==> src/rtl/control_unit_risc.sv <==
// control_unit_risc: instruction-sequencing FSM for the RISC SPM, one micro-step per clock.
// Outputs are purely combinational from state, instruction and zero.
module control_unit_risc #(
    parameter int word_size = 8,
    parameter int op_size   = 4,
    parameter int sel1_size = 3,
    parameter int sel2_size = 2
) (
    input  logic                 clk,
    input  logic                 rst,
    input  logic [word_size-1:0] instruction,
    input  logic                 zero,
    output logic [op_size-1:0]   sel_alu,
    output logic [sel1_size-1:0] sel_bus_1_mux,
    output logic [sel2_size-1:0] sel_bus_2_mux,
    output logic [3:0]           load_R,
    output logic                 load_PC,
    output logic                 inc_PC,
    output logic                 load_IR,
    output logic                 load_Add_R,
    output logic                 load_Reg_Y,
    output logic                 load_Reg_Z,
    output logic                 write,
    output logic                 instr_done,
    output logic                 halted
);
    localparam logic [op_size-1:0] NOP = 0, ADD = 1, SUB = 2, AND = 3, NOT = 4,
                                   RD = 5, WR = 6, BR = 7, BRZ = 8;
    localparam logic [sel1_size-1:0] bus1_pc  = sel1_size'(4);
    localparam logic [sel2_size-1:0] bus2_alu = sel2_size'(0);
    localparam logic [sel2_size-1:0] bus2_mem = sel2_size'(2);

    typedef enum logic [3:0] {
        S_idle, S_fet1, S_fet2, S_dec, S_ex1, S_rd1, S_rd2,
        S_wr1, S_wr2, S_br1, S_br2, S_halt
    } state_t;

    state_t state, next_state;
    logic [op_size-1:0] opcode;
    logic [1:0] src, dest;

    assign opcode = instruction[word_size-1:word_size-op_size];
    assign src    = instruction[3:2];
    assign dest   = instruction[1:0];

    always_ff @(posedge clk or negedge rst) begin
        if (!rst) state <= S_idle;
        else      state <= next_state;
    end

    always_comb begin
        next_state = state;
        case (state)
            S_idle: next_state = S_fet1;
            S_fet1: next_state = S_fet2;
            S_fet2: next_state = S_dec;
            S_dec:
                case (opcode)
                    NOP, NOT:      next_state = S_fet1;
                    ADD, SUB, AND: next_state = S_ex1;
                    RD:            next_state = S_rd1;
                    WR:            next_state = S_wr1;
                    BR:            next_state = S_br1;
                    BRZ:           next_state = zero ? S_br1 : S_fet1;
                    default:       next_state = S_halt;
                endcase
            S_rd1: next_state = S_rd2;
            S_wr1: next_state = S_wr2;
            S_br1: next_state = S_br2;
            S_ex1, S_rd2, S_wr2, S_br2: next_state = S_fet1;
            default: next_state = state;
        endcase
    end

    always_comb begin
        sel_alu       = NOP;
        sel_bus_1_mux = bus1_pc;
        sel_bus_2_mux = bus2_alu;
        load_R        = 4'b0000;
        load_PC       = 1'b0;
        inc_PC        = 1'b0;
        load_IR       = 1'b0;
        load_Add_R    = 1'b0;
        load_Reg_Y    = 1'b0;
        load_Reg_Z    = 1'b0;
        write         = 1'b0;
        instr_done    = 1'b0;
        halted        = 1'b0;
        case (state)
            S_fet1: load_Add_R = 1'b1;
            S_fet2: begin
                sel_bus_2_mux = bus2_mem;
                load_IR       = 1'b1;
                inc_PC        = 1'b1;
            end
            S_dec:
                case (opcode)
                    NOP: instr_done = 1'b1;
                    ADD, SUB, AND: begin
                        sel_bus_1_mux = sel1_size'(src);
                        load_Reg_Y    = 1'b1;
                    end
                    NOT: begin
                        sel_bus_1_mux = sel1_size'(src);
                        sel_alu       = NOT;
                        load_R        = 4'b0001 << dest;
                        load_Reg_Z    = 1'b1;
                        instr_done    = 1'b1;
                    end
                    RD, WR, BR: load_Add_R = 1'b1;
                    // untaken BRZ still has to step PC over its address word
                    BRZ: begin
                        load_Add_R = zero;
                        inc_PC     = !zero;
                        instr_done = !zero;
                    end
                    default: ;
                endcase
            S_ex1: begin
                sel_bus_1_mux = sel1_size'(dest);
                sel_alu       = opcode;
                load_R        = 4'b0001 << dest;
                load_Reg_Z    = 1'b1;
                instr_done    = 1'b1;
            end
            S_rd1, S_wr1: begin
                sel_bus_2_mux = bus2_mem;
                load_Add_R    = 1'b1;
                inc_PC        = 1'b1;
            end
            S_rd2: begin
                sel_bus_2_mux = bus2_mem;
                load_R        = 4'b0001 << dest;
                instr_done    = 1'b1;
            end
            S_wr2: begin
                sel_bus_1_mux = sel1_size'(src);
                write         = 1'b1;
                instr_done    = 1'b1;
            end
            S_br1: begin
                sel_bus_2_mux = bus2_mem;
                load_Add_R    = 1'b1;
            end
            S_br2: begin
                sel_bus_2_mux = bus2_mem;
                load_PC       = 1'b1;
                instr_done    = 1'b1;
            end
            S_halt: halted = 1'b1;
            default: ;
        endcase
    end
endmodule

==> config.mk <==
export PLATFORM = sky130hd
export DESIGN_NAME = control_unit_risc
export DESIGN_NICKNAME = d
export VERILOG_FILES = /design/src/rtl/control_unit_risc.sv
export SDC_FILE = /design/constraint.sdc
export NUM_CORES = 1
export LEC_CHECK = 0
export ABC_AREA = 1
export CORE_MARGIN = 1
export CORE_UTILIZATION = 33
export DETAILED_ROUTE_END_ITERATION = 8
export HOLD_SLACK_MARGIN = 0.15
export PLACE_DENSITY = 0.76
export SLEW_MARGIN = 40
export SYNTH_ARGS = -nofsm -noshare
export SYNTH_HDL_FRONTEND = slang
export SYNTH_SLANG_ARGS = --single-unit
==> constraint.sdc <==
create_clock -name clk -period 1.3 [get_ports clk]
set_input_delay 0.39 -clock clk [delete_from_list [all_inputs] [get_ports clk]]
set_output_delay 0.39 -clock clk [all_outputs]
set_load 0.01 [all_outputs]
==> metrics.md, run 1 <==
| Metric | Value |
|---|---|
| Outcome | complete, but fails checks |
| Failing checks | setup timing |
| Total track usage | 32.1% |
| VDD IR max | 433 uV |
| Drt via density | 5.13 |
| Post-synth cell types | 23 |
| Worst setup margin | -0.628 ns |
| I/O pin count | 33 |
| CTS tree | done |
| Setup crit end kind | output pin |
| Sw frac | 28.1% |
| Fin nets | 203 |
| Initial antenna violation count | 0 |
| Area Overhead vs Synth | 148% |
| Complex-gate fraction of the synthesized area | 12.5% |
| Root Driver | clkbuf_4 |
| Cell Pwr Density | 262 nW/um^2 |
| WL/cell | 16.6 um |
| Simple-gate share of the synthesized area | 57.6% |
| Die height | 45.0 um |
| XOR/XNOR Fraction of Synth Area | 0% |
| CP startpoint kind | flop |
| Vias in the first global route | 1064 |
| Antenna Nets Post-Route | 0 |
| Clk pwr share | 36.5% |
| Htree depth | 1 |
| Seq pwr share | 31.6% |
| Crit path max fanout | 3 |
| Placed Cells | 193 |
| Drt first-iter violations | 44 |
| Mux share of post-synthesis cell area | 0% |
| Post-synthesis sequential area ratio | 16.4% |
| Rows | 15 |
| Yosys reg bits | 4 |
| Fin. Hold Viols | 0 |
| Pre-CTS WS | -1.21 ns |
| Share of cells above drive strength 1 | 70.0% |
| Cell-internal power | 0.285 mW |
| First-pass GRT wire length | 4.66 mm |
| DP Wirelength | 1.79 mm |
| Setup CP Type | reg -> out |
| Total of max-cap violations | 0 |
| Final period util | 148% |
| # clock sinks | 4 |
| Clock Pin Slew Worst Setup and Hold Paths | 0.03 ns |
| Pin count of the biggest net entering global routing | 9 |
| CTS Buf Count | 3 |
| Hold Crit Class | in -> async |
| Max Slew Vio Count | 0 |
| Die Wd | 45.0 um |
| Grt ovf | 0 |
| Port-buffer cells | 31 |
| Combinational power share | 32.0% |
| Core ar. | 1730 sq um |
| Min Tclk post-route | 1.93 ns |
| Routability cong. | 0.890 |
| CP arrival | 1.54 ns |
| Initial Util | 35.4% |
| Fmax achieved | 519 MHz |
| Via Count | 1104 |
| Skew final | 0.00146 ns |
| Drt total wl | 3.56 mm |
| # diodes | 0 |
| DRT Pass-1 Iters | 4 |
| Drt drc | 0 |
| Synth warn | 0 |
| Largest family of logic cells by synthesized area | simple AND/OR/NAND/NOR gates |
| DIE AREA | 2030 sq um |
| Leakage power | 0.810 nW |
| Final setup viols | 23 |
| NetSw | 0.111 mW |
| Worst-Skew Late Latency | 0.23 ns |
| Synthesized instance count | 110 |
| Req. time, crit path | 0.91 ns |
| Synth Area in Adders | 0% |
| Top flop regs | state (4) |
| RSZ-0062 raised after global routing | true |
| Avg Cell Area, Syn | 5.55 sq um |
| Cell Area, Synth | 611 sq um |
| Clk buf depth | 2 |
| Fin cells | 215 |
| Synthesized Nets | 121 |
| Max FFs per register | 4 |
| PnR Total Power | 0.397 mW |
| Top reg by flops | state |
-- cells in the final DEF (no fill, tap or decap), drive strengths merged --
cell type	Yosys	final
o211ai	2	2
nand3	13	13
o2111ai	1	1
nor2	22	22
buf	1	68
nand2	36	36
o21ai	4	4
o22ai	1	1
o31ai	1	1
clkdlybuf4s50	0	5
nand4	1	1
a21oi	3	3
nor4	1	1
clkbuf	0	4
dfrtp	4	4
conb	1	1
inv	19	19
dlygate4sd2	0	1
clkdlybuf4s15	0	3
-- worst paths after layout --
kind	depth (start not counted)	slack, ns	from	to
max	8	-0.63	state[2]	load_R[3]
min	1	0.36	rst	state[0]
max reg2reg	10	-0.10	state[2]	state[1]
min reg2reg	3	0.74	state[3]	state[3]
max in group asynchronous	1	0.76	rst	state[1]
min in group clk	5	0.67	instruction[7]	state[3]
-- synthesized netlist by cell type --
cell	count	area, sq um
buf_4	1	7.51
inv_1	16	60.1
o22ai_1	1	6.26
o2111ai_1	1	8.76
nor2_4	1	11.3
a21oi_1	3	15.0
conb_1	1	3.75
dfrtp_1	4	100
o31ai_1	1	7.51
nand3_4	1	17.5
nand2_2	4	25.0
nor4_1	1	6.26
nand4_1	1	6.26
nor2_8	1	20.0
nand2_4	1	11.3
o21ai_2	1	8.76
inv_2	3	11.3
o21ai_0	3	15.0
nor2_1	19	71.3
nand2_1	31	116
o211ai_1	2	15.0
nor2_2	1	6.26
nand3_1	12	60.1
-- critical path, stage by stage (launching register included) --
cell     delay [ns]
dfrtp_1        0.42
inv_2          0.12
nand2_4        0.08
nor2_8         0.13
nand3_4        0.10
o21ai_4        0.09
nand2_2        0.11
nor2_2         0.10
buf_2          0.15
-- power groups by stage --
| stage | registers (mW) | clock network (mW) | logic [mW] |
|---|---|---|---|
| 6_report | 0.125 | 0.145 | 0.127 |
| 5_1_grt | 0.125 | 0.160 | 0.133 |
| 4_1_cts | 0.125 | 0.155 | 0.116 |
| 3_5_place_dp | 0.127 | 0 | 0.0997 |
| 3_3_place_gp | 0.127 | 0 | 0.0970 |
| 2_1_floorplan | 0.127 | 0 | 0.0369 |
-- final cells by class --
cell class | count | area, sq um
Timing Repair Buffer | 78 | 628
Fill cell | 85 | 211
Sequential cell | 4 | 103
Inverter | 19 | 78.8
Clock buffer | 3 | 22.5
Multi-Input combinational cell | 86 | 652
Tap cell | 25 | 31.3
-- cell families after synthesis --
family | after synthesis
and+or+nand+nor | 73
buffers and inverters | 20
DFF | 4
other | 1
AOI/OAI and AO/OA | 12
-- routing by layer --
metal / share of wire (%) / GRT usage, % / up-vias
met5: 0 / 0 / -
met1: 38 / 37.3 / 513
met2: 50 / 55.1 / 64
li1: - / - / 509
met3: 7.8 / 4.80 / 18
met4: 4.5 / 19.4 / 0
-- stage by stage --
stage	setup TNS, ns	util [%]	cell area, sq um	hold WS (ns)
6_report	-10.79	87.8	1520	0.363
5_1_grt	-11.70	87.8	1520	0.374
4_1_cts	-9.21	84.1	1450	0.353
3_5_place_dp	-21.01	70.4	1210	0.601
3_3_place_gp	-20.34	70.4	1210	0.595
2_1_floorplan	-1.48	-	671	0.0944
-- repair_timing --
action,CTS,global route
endpoints found under the setup margin,25,24
hold buffers,0,0
setup buffers,16,4
pin swaps,18,11
resized for setup,145,16
No activity file was read; power rests on OpenSTA's default activity.
==> run 2, diff against run 1 <==
CTS_CLUSTER_DIAMETER = 200   (was not set)
==> results of run 2 <==
No change in the layout: final DEF, timing and power equal those of run 1.
